`src/rtl/iq_sweep_pkg.sv`:
```
// Shared types and constants for the IQ frequency-sweep controller.
package iq_sweep_pkg;

  typedef enum logic [1:0] {
    IDLE    = 2'd0,
    SETTLE  = 2'd1,
    CAPTURE = 2'd2,
    OUTPUT  = 2'd3
  } sweep_state_t;

  localparam int PHASE_W_DEF = 32;
  localparam int DATA_W_DEF  = 14;

  // Sum of 2^acc_log2 signed data_w samples fits in data_w + acc_log2 bits.
  function automatic int acc_width(input int data_w, input int acc_log2);
    return data_w + acc_log2;
  endfunction

endpackage

```
`src/rtl/iq_avg_accum.sv`:
```
// Dual-channel signed accumulator: sums 2^ACC_LOG2 enabled samples and
// presents the arithmetic-shift average of each channel.
module iq_avg_accum
  import iq_sweep_pkg::*;
#(
  parameter int DATA_W   = DATA_W_DEF,
  parameter int ACC_LOG2 = 4
) (
  input  logic                     i_clk,
  input  logic                     i_reset,
  input  logic                     i_clr,
  input  logic                     i_en,
  input  logic signed [DATA_W-1:0] i_i,
  input  logic signed [DATA_W-1:0] i_q,
  output logic        [DATA_W-1:0] o_avg_i,
  output logic        [DATA_W-1:0] o_avg_q,
  output logic                     o_cnt_done
);

  localparam int ACC_W = acc_width(DATA_W, ACC_LOG2);
  localparam int CNT_W = ACC_LOG2 + 1;
  localparam logic [CNT_W-1:0] CNT_LAST = CNT_W'((1 << ACC_LOG2) - 1);

  logic signed [ACC_W-1:0] r_acc_i;
  logic signed [ACC_W-1:0] r_acc_q;
  logic        [CNT_W-1:0] r_cnt;
  logic signed [ACC_W-1:0] w_ext_i;
  logic signed [ACC_W-1:0] w_ext_q;

  assign w_ext_i = ACC_W'(i_i);
  assign w_ext_q = ACC_W'(i_q);

  always_ff @(posedge i_clk) begin
    if (i_reset || i_clr) begin
      r_acc_i <= '0;
      r_acc_q <= '0;
      r_cnt   <= '0;
    end else if (i_en) begin
      r_acc_i <= r_acc_i + w_ext_i;
      r_acc_q <= r_acc_q + w_ext_q;
      r_cnt   <= r_cnt + 1'b1;
    end
  end

  // High when the next enabled sample completes the set.
  assign o_cnt_done = (r_cnt == CNT_LAST);
  assign o_avg_i    = DATA_W'(r_acc_i >>> ACC_LOG2);
  assign o_avg_q    = DATA_W'(r_acc_q >>> ACC_LOG2);

endmodule

```
`src/rtl/iq_sweep_controller.sv`:
```
// Steps the NCO phase increment across a sweep, settles, averages I/Q per point.
// Optional IQ_SWEEP_PINGPONG_EN: sweep bounces between start and stop until abort.
module iq_sweep_controller
  import iq_sweep_pkg::*;
#(
  parameter int PHASE_W  = PHASE_W_DEF,
  parameter int DATA_W   = DATA_W_DEF,
  parameter int ACC_LOG2 = 4,
  parameter int SETTLE_W = 16,
  parameter int INDEX_W  = 16
) (
  input  logic                CLK,
  input  logic                reset,
  input  logic                start,
  input  logic                abort,
  input  logic [PHASE_W-1:0]  cfg_phase_start,
  input  logic [PHASE_W-1:0]  cfg_phase_stop,
  input  logic [PHASE_W-1:0]  cfg_phase_step,
  input  logic [SETTLE_W-1:0] cfg_settle,
  output logic [PHASE_W-1:0]  phase_inc,
  input  logic                iq_valid,
  input  logic [DATA_W-1:0]   i_in,
  input  logic [DATA_W-1:0]   q_in,
  output logic                res_valid,
  input  logic                res_ready,
  output logic [DATA_W-1:0]   res_i,
  output logic [DATA_W-1:0]   res_q,
  output logic [INDEX_W-1:0]  res_index,
  output logic                res_last,
  output logic                busy,
  output logic                done,
  output logic [1:0]          dbg_state
);

  sweep_state_t        r_state;
  sweep_state_t        w_next;
  logic [PHASE_W-1:0]  r_phase_inc;
  logic [PHASE_W-1:0]  r_stop;
  logic [PHASE_W-1:0]  r_step;
  logic [SETTLE_W-1:0] r_settle_cfg;
  logic [SETTLE_W-1:0] r_settle_cnt;
  logic [INDEX_W-1:0]  r_index;
  logic                r_done;

  logic                w_start_acc;
  logic                w_handshake;
  logic                w_settle_zero;
  logic                w_acc_en;
  logic                w_acc_clr;
  logic                w_cnt_done;
  logic [PHASE_W:0]    w_sum_up;
  logic                w_last_up;
  logic                w_last;
  logic [DATA_W-1:0]   w_avg_i;
  logic [DATA_W-1:0]   w_avg_q;

  // Result handshake: res_valid rises in OUTPUT and holds with res_* stable;
  // a transfer happens on any clock edge where res_valid and res_ready are both high.
  assign w_start_acc   = (r_state == IDLE) && start;
  assign w_handshake   = (r_state == OUTPUT) && res_ready;
  assign w_settle_zero = (r_settle_cnt == '0);
  assign w_acc_en      = (r_state == CAPTURE) && iq_valid;
  assign w_acc_clr     = abort || w_start_acc || w_handshake;

  assign w_sum_up  = {1'b0, r_phase_inc} + {1'b0, r_step};
  assign w_last_up = (w_sum_up > {1'b0, r_stop}) || (r_step == '0);

`ifdef IQ_SWEEP_PINGPONG_EN
  logic [PHASE_W-1:0] r_start;
  logic               r_dir_down;
  logic [PHASE_W:0]   w_sum_dn;
  logic               w_last_dn;
  logic               w_go_down;

  assign w_sum_dn  = {1'b0, r_start} + {1'b0, r_step};
  assign w_last_dn = ({1'b0, r_phase_inc} < w_sum_dn) || (r_step == '0);
  assign w_last    = r_dir_down ? w_last_dn : w_last_up;
  assign w_go_down = r_dir_down ^ w_last;
`else
  assign w_last    = w_last_up || (r_index == '1);
`endif

  always_ff @(posedge CLK) begin
    if (reset) r_state <= IDLE;
    else       r_state <= w_next;
  end

  always_comb begin
    w_next = r_state;
    if (abort) begin
      w_next = IDLE;
    end else begin
      case (r_state)
        IDLE:    if (start) w_next = SETTLE;
        SETTLE:  if (w_settle_zero) w_next = CAPTURE;
        CAPTURE: if (w_acc_en && w_cnt_done) w_next = OUTPUT;
        OUTPUT: begin
`ifdef IQ_SWEEP_PINGPONG_EN
          if (res_ready) w_next = SETTLE;
`else
          if (res_ready) w_next = w_last ? IDLE : SETTLE;
`endif
        end
        default: w_next = IDLE;
      endcase
    end
  end

  always_ff @(posedge CLK) begin
    if (reset || abort) begin
      r_phase_inc  <= '0;
      r_stop       <= '0;
      r_step       <= '0;
      r_settle_cfg <= '0;
      r_settle_cnt <= '0;
      r_index      <= '0;
      r_done       <= 1'b0;
`ifdef IQ_SWEEP_PINGPONG_EN
      r_start      <= '0;
      r_dir_down   <= 1'b0;
`endif
    end else begin
      r_done <= 1'b0;
      if (w_start_acc) begin
        r_phase_inc  <= cfg_phase_start;
        r_stop       <= cfg_phase_stop;
        r_step       <= cfg_phase_step;
        r_settle_cfg <= cfg_settle;
        r_settle_cnt <= cfg_settle;
        r_index      <= '0;
`ifdef IQ_SWEEP_PINGPONG_EN
        r_start      <= cfg_phase_start;
        r_dir_down   <= 1'b0;
`endif
      end else if ((r_state == SETTLE) && !w_settle_zero) begin
        r_settle_cnt <= r_settle_cnt - 1'b1;
      end else if (w_handshake) begin
`ifdef IQ_SWEEP_PINGPONG_EN
        r_dir_down   <= w_go_down;
        r_phase_inc  <= w_go_down ? (r_phase_inc - r_step) : (r_phase_inc + r_step);
        r_index      <= r_index + 1'b1;
        r_settle_cnt <= r_settle_cfg;
`else
        if (w_last) begin
          r_done <= 1'b1;
        end else begin
          r_phase_inc  <= r_phase_inc + r_step;
          r_index      <= r_index + 1'b1;
          r_settle_cnt <= r_settle_cfg;
        end
`endif
      end
    end
  end

  iq_avg_accum #(
    .DATA_W   (DATA_W),
    .ACC_LOG2 (ACC_LOG2)
  ) u_accum (
    .i_clk      (CLK),
    .i_reset    (reset),
    .i_clr      (w_acc_clr),
    .i_en       (w_acc_en),
    .i_i        (i_in),
    .i_q        (q_in),
    .o_avg_i    (w_avg_i),
    .o_avg_q    (w_avg_q),
    .o_cnt_done (w_cnt_done)
  );

  assign phase_inc = r_phase_inc;
  assign res_valid = (r_state == OUTPUT);
  assign res_i     = res_valid ? w_avg_i : '0;
  assign res_q     = res_valid ? w_avg_q : '0;
  assign res_index = r_index;
  assign res_last  = res_valid && w_last;
  assign busy      = (r_state != IDLE);
  assign done      = r_done;
  assign dbg_state = r_state;

endmodule

```
`config.mk`:
```
export PLATFORM = sky130hd
export DESIGN_NAME = iq_sweep_controller
export DESIGN_NICKNAME = d
export VERILOG_FILES = /design/src/rtl/iq_sweep_pkg.sv /design/src/rtl/iq_avg_accum.sv /design/src/rtl/iq_sweep_controller.sv
export SDC_FILE = /design/constraint.sdc
export NUM_CORES = 1
export LEC_CHECK = 0
export CORE_MARGIN = 5
export CORE_UTILIZATION = 40
export DETAILED_ROUTE_END_ITERATION = 6
export PLACE_DENSITY = 0.67
export SETUP_SLACK_MARGIN = 0.1
export SLEW_MARGIN = 15
export SYNTH_ARGS = -nofsm -noshare
export SYNTH_HDL_FRONTEND = slang
export SYNTH_HIERARCHICAL = 1
export SYNTH_SLANG_ARGS = --single-unit
```
`constraint.sdc`:
```
create_clock -name CLK -period 11.85 [get_ports CLK]
set_input_delay 1.7775 -clock CLK [delete_from_list [all_inputs] [get_ports CLK]]
set_output_delay 1.7775 -clock CLK [all_outputs]
set_load 0.05 [all_outputs]
```
# Word-level counts from Yosys, hierarchy flattened
# Cells that the tools add are included.
word_totals:
  wordCells: 77
  reg_bits: 188
  out_inout_bits: 82
op_classes:
  addsub: 7
  order_cmp: 1
  muxes: 17
  reduce_logical: 26
  bitwise: 3
  eq_ne: 12
op_table:
  columns: ["op", "count"]
  rows:
  - ["$mux 32", 4]
  - ["$mux 16", 4]
  - ["$add 18x14->18", 2]
  - ["$add 32x32->33", 1]
  - ["$gt 33x32->1", 1]
  - ["$add 32x32->32", 1]
  - ["$logic_not 32->1", 1]
  - ["$mux 14", 2]
  - ["$add 16x1->16 const B", 1]
  - ["$eq 16x16->1 const B", 1]
  - ["$logic_not 16->1", 1]
  - ["$sub 16x1->16 const B", 1]
  - ["$mux 2", 4]
  - ["$ne 2x2->1 const B", 4]
  - ["$pmux 2 s4", 1]
  - ["$logic_and 1x1->1", 6]
  - ["$logic_or 1x1->1", 6]
  - ["$reduce_and 3->1", 2]
  - ["$add 5x1->5 const B", 1]
  - ["$eq 5x4->1 const B", 1]
  - ["$eq 2x2->1 const B", 2]
  - ["$ne 2x1->1 const B", 2]
  - ["$reduce_and 4->1", 1]
  - ["$reduce_bool 2->1", 2]
  - ["10 further kinds", 14]

# Longest topological paths before layout
# Gate-level depths: netlist of the first run.
logic_depth:
  word_depth: 8
  mapped_depth: 22
  ltp_nobuf: 19

# By module
# Netlist of the first run, hierarchy kept.
by_module_without_submodules:
  columns: ["mod", "n_inst", "area_per_inst_um2", "cells_each", "seq_area_each_um2"]
  rows:
  - ["iq_sweep_controller", 1, 8867.3, 1170, 2942.8]
  - ["iq_avg_accum", 1, 3308.2, 404, 820.8]

# Least setup slack after synthesis of the first run
# OpenSTA, ideal clock, no wires.
synth_timing:
  path_type: "register to output"
  startpoint: "reg r_phase_inc[1], in the netlist phase_inc[1]"
  endpoint: "out res_last"
  slack_ps: 5296
  t_arrival_ps: 4777
  path_buffers: 1
  path_stages_with_launch: 19
  cell_sequence: "dfxtp_1 > ha_1 > a211oi_1 > o21ai_0 > nand4_1 > a2111oi_0 > o41a_1 > a41o_1 > mux2i_1 > or2_2 > ha_1 > and3_1 > nor4b_1 > nand3_1 > a211oi_1 > o21ai_0 > nor4b_4 > clkbuf_1 > nor2_1"
synth_via:
  elab_chain_cells: 5
synth_rtl:
  columns: ["item", "line_no", "source"]
  rows:
  - ["start: declaration", "iq_sweep_controller.sv:37", "logic [PHASE_W-1:0] r_phase_inc;"]
  - ["start signal: assignment", "iq_sweep_controller.sv:125", "r_phase_inc <= cfg_phase_start;"]
  - ["start signal: assignment", "iq_sweep_controller.sv:147", "r_phase_inc <= r_phase_inc + r_step;"]
  - ["$add 32x32->33", "iq_sweep_controller.sv:65", "assign w_sum_up = {1'b0, r_phase_inc} + {1'b0, r_step};"]
  - ["$gt 33x32->1", "iq_sweep_controller.sv:66", "assign w_last_up = (w_sum_up > {1'b0, r_stop}) || (r_step == '0);"]
  - ["$logic_or 1x1->1", "iq_sweep_controller.sv:66", null]
  - ["$logic_or 1x1->1", "iq_sweep_controller.sv:80", "assign w_last = w_last_up || (r_index == '1);"]
  - ["$logic_and 1x1->1", "iq_sweep_controller.sv:176", "assign res_last = res_valid && w_last;"]
  - ["end: declaration", "iq_sweep_controller.sv:29", "output logic res_last,"]
# No other way between the ends.

# Worst setup path in the final report of the first run
layout_timing:
  startpoint: "reg r_phase_inc[2], in the netlist phase_inc[2]"
  endpoint: "out res_last"
# The elaborated chain is that of the path after synthesis.

==> flow_metrics.env, run 1 <==
export IMPL_postPlaceCellArea_mm2=0.0145
export IMPL_power_switching_mw=0.488
export IMPL_synthFlopType="dfxtp_1"
export IMPL_drt_iter0_markers=745
export IMPL_die_w_um=184
export IMPL_gp_congestion=0.944
export IMPL_maxCapViolations=0
export IMPL_path_clk_slew_ns=0.08
export IMPL_multi_input_area_mm2=0.00770
export IMPL_seq_area_mm2=0.00376
export IMPL_final_cell_count_no_fill=2131
export IMPL_cts_setup_buffers=0
export IMPL_final_antenna_net_count=0
export IMPL_p_int_mw=1.10
export IMPL_synth_edff_count=0
export IMPL_fin_crit_ns=7.67
export IMPL_tritoncts="built"
export IMPL_avgSynthCellArea_um2=7.74
export IMPL_yosys_warnings=6
export IMPL_layout_commonest_cell="nand2_1"
export IMPL_required_ns=10.07
export IMPL_hold_class="reg2reg"
export IMPL_layout_common_cells="nand2_1, clkdlybuf4s50_1, dfxtp_1, a21oi_1, ha_1"
export IMPL_worst_setup_path_end_kind="output pin"
export IMPL_path_class="reg2out"
export IMPL_ios=228
export IMPL_ctsResizeCount=0
export IMPL_max_slew_margin_pct=24.3
export IMPL_place_port_buffers=227
export IMPL_synthesis_nets=1831
export IMPL_insertion_delay_ns=0.44
export IMPL_first_pass_iters=5
export IMPL_cts_sinks=188
export IMPL_p_per_area_mw_per_mm2=105
export IMPL_first_global_vias=11000
export IMPL_overflow=0
export IMPL_syn2layout_area_growth_pct=24.2
export IMPL_ctsHoldBuffers=0
export IMPL_drv_slew=0
export IMPL_finalCritPeriodShare_pct=64.8
export IMPL_finalPower_mw=1.58
export IMPL_leakagePower_nw=5.92
export IMPL_power_frac_comb_pct=20.8
export IMPL_crit_path_start_kind="register"
export IMPL_antenna_found_initial=2
export IMPL_htreeDepth=4
export IMPL_root_buffer="clkbuf_16"
export IMPL_synth_cells=1574
export IMPL_wirelength_mm=37.3
export IMPL_drive_above_1_share_pct=4.08
export IMPL_seq_area_frac_synth_pct=30.9
export IMPL_place_inst=2098
export IMPL_grt_max_degree=100
export IMPL_status="finished clean"
export IMPL_core_area_mm2=0.0299
export IMPL_pwr_share_seq_pct=42.0
export IMPL_wl_per_cell_um=17.5
export IMPL_vdd_drop_max_v=0.0000837
export IMPL_start_util_pct=40.8
export IMPL_cts_buffers=17
export IMPL_grt_usage_pct=21.0
export IMPL_grt_first_pass_wirelength_mm=58.2
export IMPL_die_area_mm2=0.0340
export IMPL_arrival_ns=5.90
export IMPL_ys_async_sr_fraction_pct=0
export IMPL_ys_types=73
export IMPL_p_clk_share_pct=37.2
export IMPL_hold_slack_ns=0.454
export IMPL_vias=11800
export IMPL_final_hold_viol_count=0
export IMPL_worst_pin_slew_ns=1.13
export IMPL_die_h_um=184
export IMPL_finalClockSkew_ns=0.0163
export IMPL_num_rows=63
export IMPL_final_area_mm2=0.0151
export IMPL_swShare_pct=30.8
export IMPL_n_fill_cell=2869
export IMPL_synth_seq_cells=188
export IMPL_critPathMaxFanout=14
export IMPL_rsz0062_at_grt="no"
export IMPL_tns_ns=0
export IMPL_clockBufferDepth=2
export IMPL_synth_area_mm2=0.0122
export IMPL_avgViaCountPerCell=5.54
export IMPL_fmax_mhz=130
export IMPL_finalNetCount=1984
export IMPL_setup_viol=0
export IMPL_dpl_hpwl_mm=27.7
export IMPL_drc=0
## routing by layer
| layer | global-route usage, % | vias to the layer above | share of wire, % |
|---|---|---|---|
| li1 | - | 5897 | - |
| met1 | 28.9 | 5515 | 46 |
| met2 | 34.4 | 359 | 46 |
| met3 | 3.53 | 32 | 6.1 |
| met4 | 5.18 | 2 | 1.6 |
| met5 | 0 | - | 0.054 |
## worst paths after layout
check,startpoint,to,slack [ns],cells past startpoint
setup / recovery,phase_inc[2],res_last,4.18,19
hold / removal,r_stop[27],r_stop[27],0.45,2
hold reg to reg,r_stop[27],r_stop[27],0.45,2
setup reg to reg,phase_inc[2],r_settle_cnt[12],5.74,20
## synth_stat cells (28+ instances only)
cell	n	area share [%]
inv_1	56	1.7
nand2_1	270	8.3
o21ai_0	51	2.1
clkbuf_1	60	1.8
xnor2_1	40	2.9
nor3_1	31	1.3
buf_4	28	1.7
dfxtp_1	188	31
nor2_1	92	2.8
and2_1	35	1.8
nand3_1	74	3.0
ha_1	108	11
a21oi_1	170	7.0
## metrics by stage
step | utilization, % | setup slack (ns)
floorplan | - | 5.30
global placement | 48.6 | 4.70
detailed placement | 48.6 | 4.63
CTS | 50.6 | 4.10
global route | 50.6 | 3.46
finish | 50.6 | 4.18
## power by group through the flow
stage / Combinational, mW / Sequential, mW / Clock [mW]
after floorplan: 0.190 / 0.693 / 0
after global placement: 0.326 / 0.679 / 0
after detailed placement: 0.328 / 0.680 / 0
after CTS: 0.330 / 0.665 / 0.601
after global routing: 0.363 / 0.668 / 0.627
final: 0.330 / 0.665 / 0.589
## layout make-up
cell class	count	area share [%]
antenna	1	0.0166
clock inverter	14	0.993
inverter	57	1.42
sequential	188	24.9
tap	390	3.23
multi-input combinational	1224	50.9
clock buffer	18	2.90
timing repair buffer	239	15.6
## worst max-delay path, stage by stage (launching register included)
cell and delay (ns):
dfxtp_1 0.34, ha_1 0.37, o21ai_0 0.13, o21ai_0 0.24, nand4_1 0.21, a2111oi_0 0.62
o41a_1 0.36, a41o_1 0.26, mux2i_1 0.10, or2_2 0.29, ha_1 0.29, and3_1 0.18
nor4b_1 0.24, nand3_1 0.14, a211oi_1 0.21, o21ai_0 0.17, nor4b_4 0.23, buf_4 0.28
nor2_1 0.07, clkdlybuf4s50_1 0.71
## sequential cells by signal (all words and copies together) (netlist names)
name / flops
r_settle_cnt: 16
u_accum/r_cnt: 5
res_index: 16
r_stop: 32
done: 1
phase_inc: 32
u_accum/r_acc_i: 18
r_step: 32
u_accum/r_acc_q: 18
r_settle_cfg: 16
dbg_state: 2
## logic make-up (layout without fill, tap and decap cells)
group / Yosys count / in the layout / synth area share (%)
AOI/OAI and AO/OA: 402 / 402 / 20.8
adders and majority gates: 111 / 111 / 11.6
other: 0 / 1 / 0
and+or+nand+nor: 629 / 629 / 24.6
DFF: 188 / 188 / 30.9
muxes: 17 / 17 / 1.40
xor gates and xnor gates: 65 / 65 / 4.68
buffers and inverters: 162 / 328 / 6.03
(Power assumes the default switching activity.)
==> run 2, diff against run 1 <==
Clock period 11.85 ns to 7.8 ns, I/O delays scaled along.
==> run 2 against run 1 <==
Effect of this change:
- design area fell by 0.11%
- global-route usage barely moved
- die area did not move
- power rose by 52%
- critical path depth fell by 1
- hold slack improved by 0.00069 ns
- critical path type unchanged
==> flow_metrics.env, run 2 (synthesized netlist as in run 1, its figures left out) <==
export IMPL_status="finished clean"
export IMPL_crit_chain="ha_1 > fa_1 > a211oi_1 > o211ai_1 > a32o_1 > o21bai_1 > o211ai_1 > a21boi_0 > xnor2_1 > ha_1 > nand4_1 > nor4b_1 > nand3_1 > a211oi_1 > o21ai_0 > nor4b_4 > nor2_1 > clkdlybuf4s50_1"
export IMPL_overflow=0
export IMPL_die_w_um=184
export IMPL_fmax_mhz=144
export IMPL_critPathMaxFanout=4
export IMPL_wirelength_mm=37.0
export IMPL_drv_slew=0
export IMPL_path_class="reg2out"
export IMPL_worst_pin_slew_ns=1.12
export IMPL_cts_buffers=17
export IMPL_num_rows=63
export IMPL_finalClockSkew_ns=0.0134
export IMPL_layout_common_cells="nand2_1, clkdlybuf4s50_1, dfxtp_1, a21oi_1, ha_1"
export IMPL_antenna_found_initial=2
export IMPL_start_util_pct=40.8
export IMPL_drc=0
export IMPL_grt_usage_pct=21.0
export IMPL_clockBufferDepth=2
export IMPL_ctsHoldBuffers=0
export IMPL_ctsResizeCount=0
export IMPL_drt_iter0_markers=760
export IMPL_layout_commonest_cell="nand2_1"
export IMPL_avgViaCountPerCell=5.52
export IMPL_cts_sinks=188
export IMPL_cpPeakStageDelay_ns=0.71
export IMPL_place_port_buffers=227
export IMPL_required_ns=6.63
export IMPL_critical_path_top_delay_family="compound AO/OA/AOI/OAI gates"
export IMPL_grt_first_pass_wirelength_mm=58.6
export IMPL_finalCritPeriodShare_pct=89.0
export IMPL_cts_setup_buffers=0
export IMPL_drive_above_1_share_pct=3.86
export IMPL_insertion_delay_ns=0.45
export IMPL_hold_class="reg2reg"
export IMPL_fin_crit_ns=6.94
export IMPL_setup_viol=0
export IMPL_core_area_mm2=0.0299
export IMPL_finish_utilization_pct=50.6
export IMPL_syn2layout_area_growth_pct=24.0
export IMPL_p_per_area_mw_per_mm2=159
export IMPL_die_h_um=184
export IMPL_grt_max_degree=100
export IMPL_path_buf_inv=1
export IMPL_leakagePower_nw=5.92
export IMPL_dpl_hpwl_mm=27.3
export IMPL_tns_ns=0
export IMPL_rsz0062_at_grt="no"
export IMPL_final_antenna_net_count=0
export IMPL_crit_path_start_kind="register"
export IMPL_vias=11800
export IMPL_maxCapViolations=0
export IMPL_worst_setup_path_end_kind="output pin"
export IMPL_first_global_vias=11400
export IMPL_cp_slowest_cell="clkdlybuf4s50_1"
export IMPL_ios=228
export IMPL_wl_per_cell_um=17.4
export IMPL_vdd_drop_max_v=0.000141
export IMPL_first_pass_iters=5
export IMPL_tritoncts="built"
export IMPL_final_hold_viol_count=0
export IMPL_max_slew_margin_pct=25.0
export IMPL_root_buffer="clkbuf_16"
export IMPL_htreeDepth=4
export IMPL_die_area_mm2=0.0340
export IMPL_arrival_ns=5.77
export IMPL_path_clk_slew_ns=0.07
export IMPL_gp_congestion=0.905
export IMPL_finalNetCount=1982
[run 2: path summary, 6_finish.rpt]
path	startpoint	to	slack (ns)	cells after the start
worst min register to register	r_settle_cfg[5]	r_settle_cfg[5]	0.45	2
worst max-delay path	phase_inc[0]	res_last	0.86	18
worst min-delay path	r_settle_cfg[5]	r_settle_cfg[5]	0.45	2
worst max register to register	phase_inc[0]	res_index[5]	1.44	20
[run 2: report_power, final]
part	switching [mW]	leakage, nW	internal [mW]
clock network	0.430	0.291	0.464
registers	0.0237	1.53	0.987
logic	0.288	4.11	0.214
total	0.742	5.92	1.67
[run 2: through the flow]
| step | hold WS, ns | power (mW) | cell area [µm²] | setup slack [ns] | instances |
|---|---|---|---|---|---|
| CTS | 0.457 | 2.43 | 15100 | 0.820 | 2128 |
| global placement | 0.443 | 1.53 | 14500 | 1.38 | 2096 |
| floorplan | 0.436 | 1.34 | 12200 | 1.85 | 1574 |
| finish | 0.455 | 2.41 | 15100 | 0.857 | 2129 |
| detailed placement | 0.447 | 1.53 | 14500 | 1.34 | 2096 |
| global route | 0.469 | 2.52 | 15100 | 0.315 | 2129 |
[run 2: metal layers]
| metal | wire (µm) | share of wire [%] | global-route usage [%] | vias to the layer above |
|---|---|---|---|---|
| met5 | 13 | 0.035 | 0 | - |
| met4 | 670 | 1.8 | 6.12 | 2 |
| met2 | 17100 | 46 | 34.7 | 349 |
| met3 | 2240 | 6.1 | 3.83 | 47 |
| li1 | - | - | - | 5894 |
| met1 | 17000 | 46 | 28.2 | 5459 |
[run 2: final cells by class]
class | instances | area [µm²]
clock inverters | 13 | 148
flip-flops and latches | 188 | 3760
clock buffers | 19 | 443
diodes | 1 | 2.50
multi-input cells | 1224 | 7700
repair buffers | 237 | 2350
fillers | 2911 | 14800
inverters | 57 | 214
well taps | 390 | 488
[run 2: worst register-to-register path, stage by stage (launching register included)]
cell      delay, ns
dfxtp_1        0.32
ha_1           0.24
fa_1           0.43
a211oi_1       0.30
o211ai_1       0.20
a32o_1         0.33
o21bai_1       0.30
o211ai_1       0.19
a21boi_0       0.30
xnor2_1        0.15
ha_1           0.33
nand4_1        0.17
nor4b_1        0.33
nand3_1        0.15
a211oi_1       0.23
o21ai_0        0.17
nor4b_4        0.42
buf_4          0.31
nand2_2        0.58
or4_1          0.71
a21oi_1        0.15
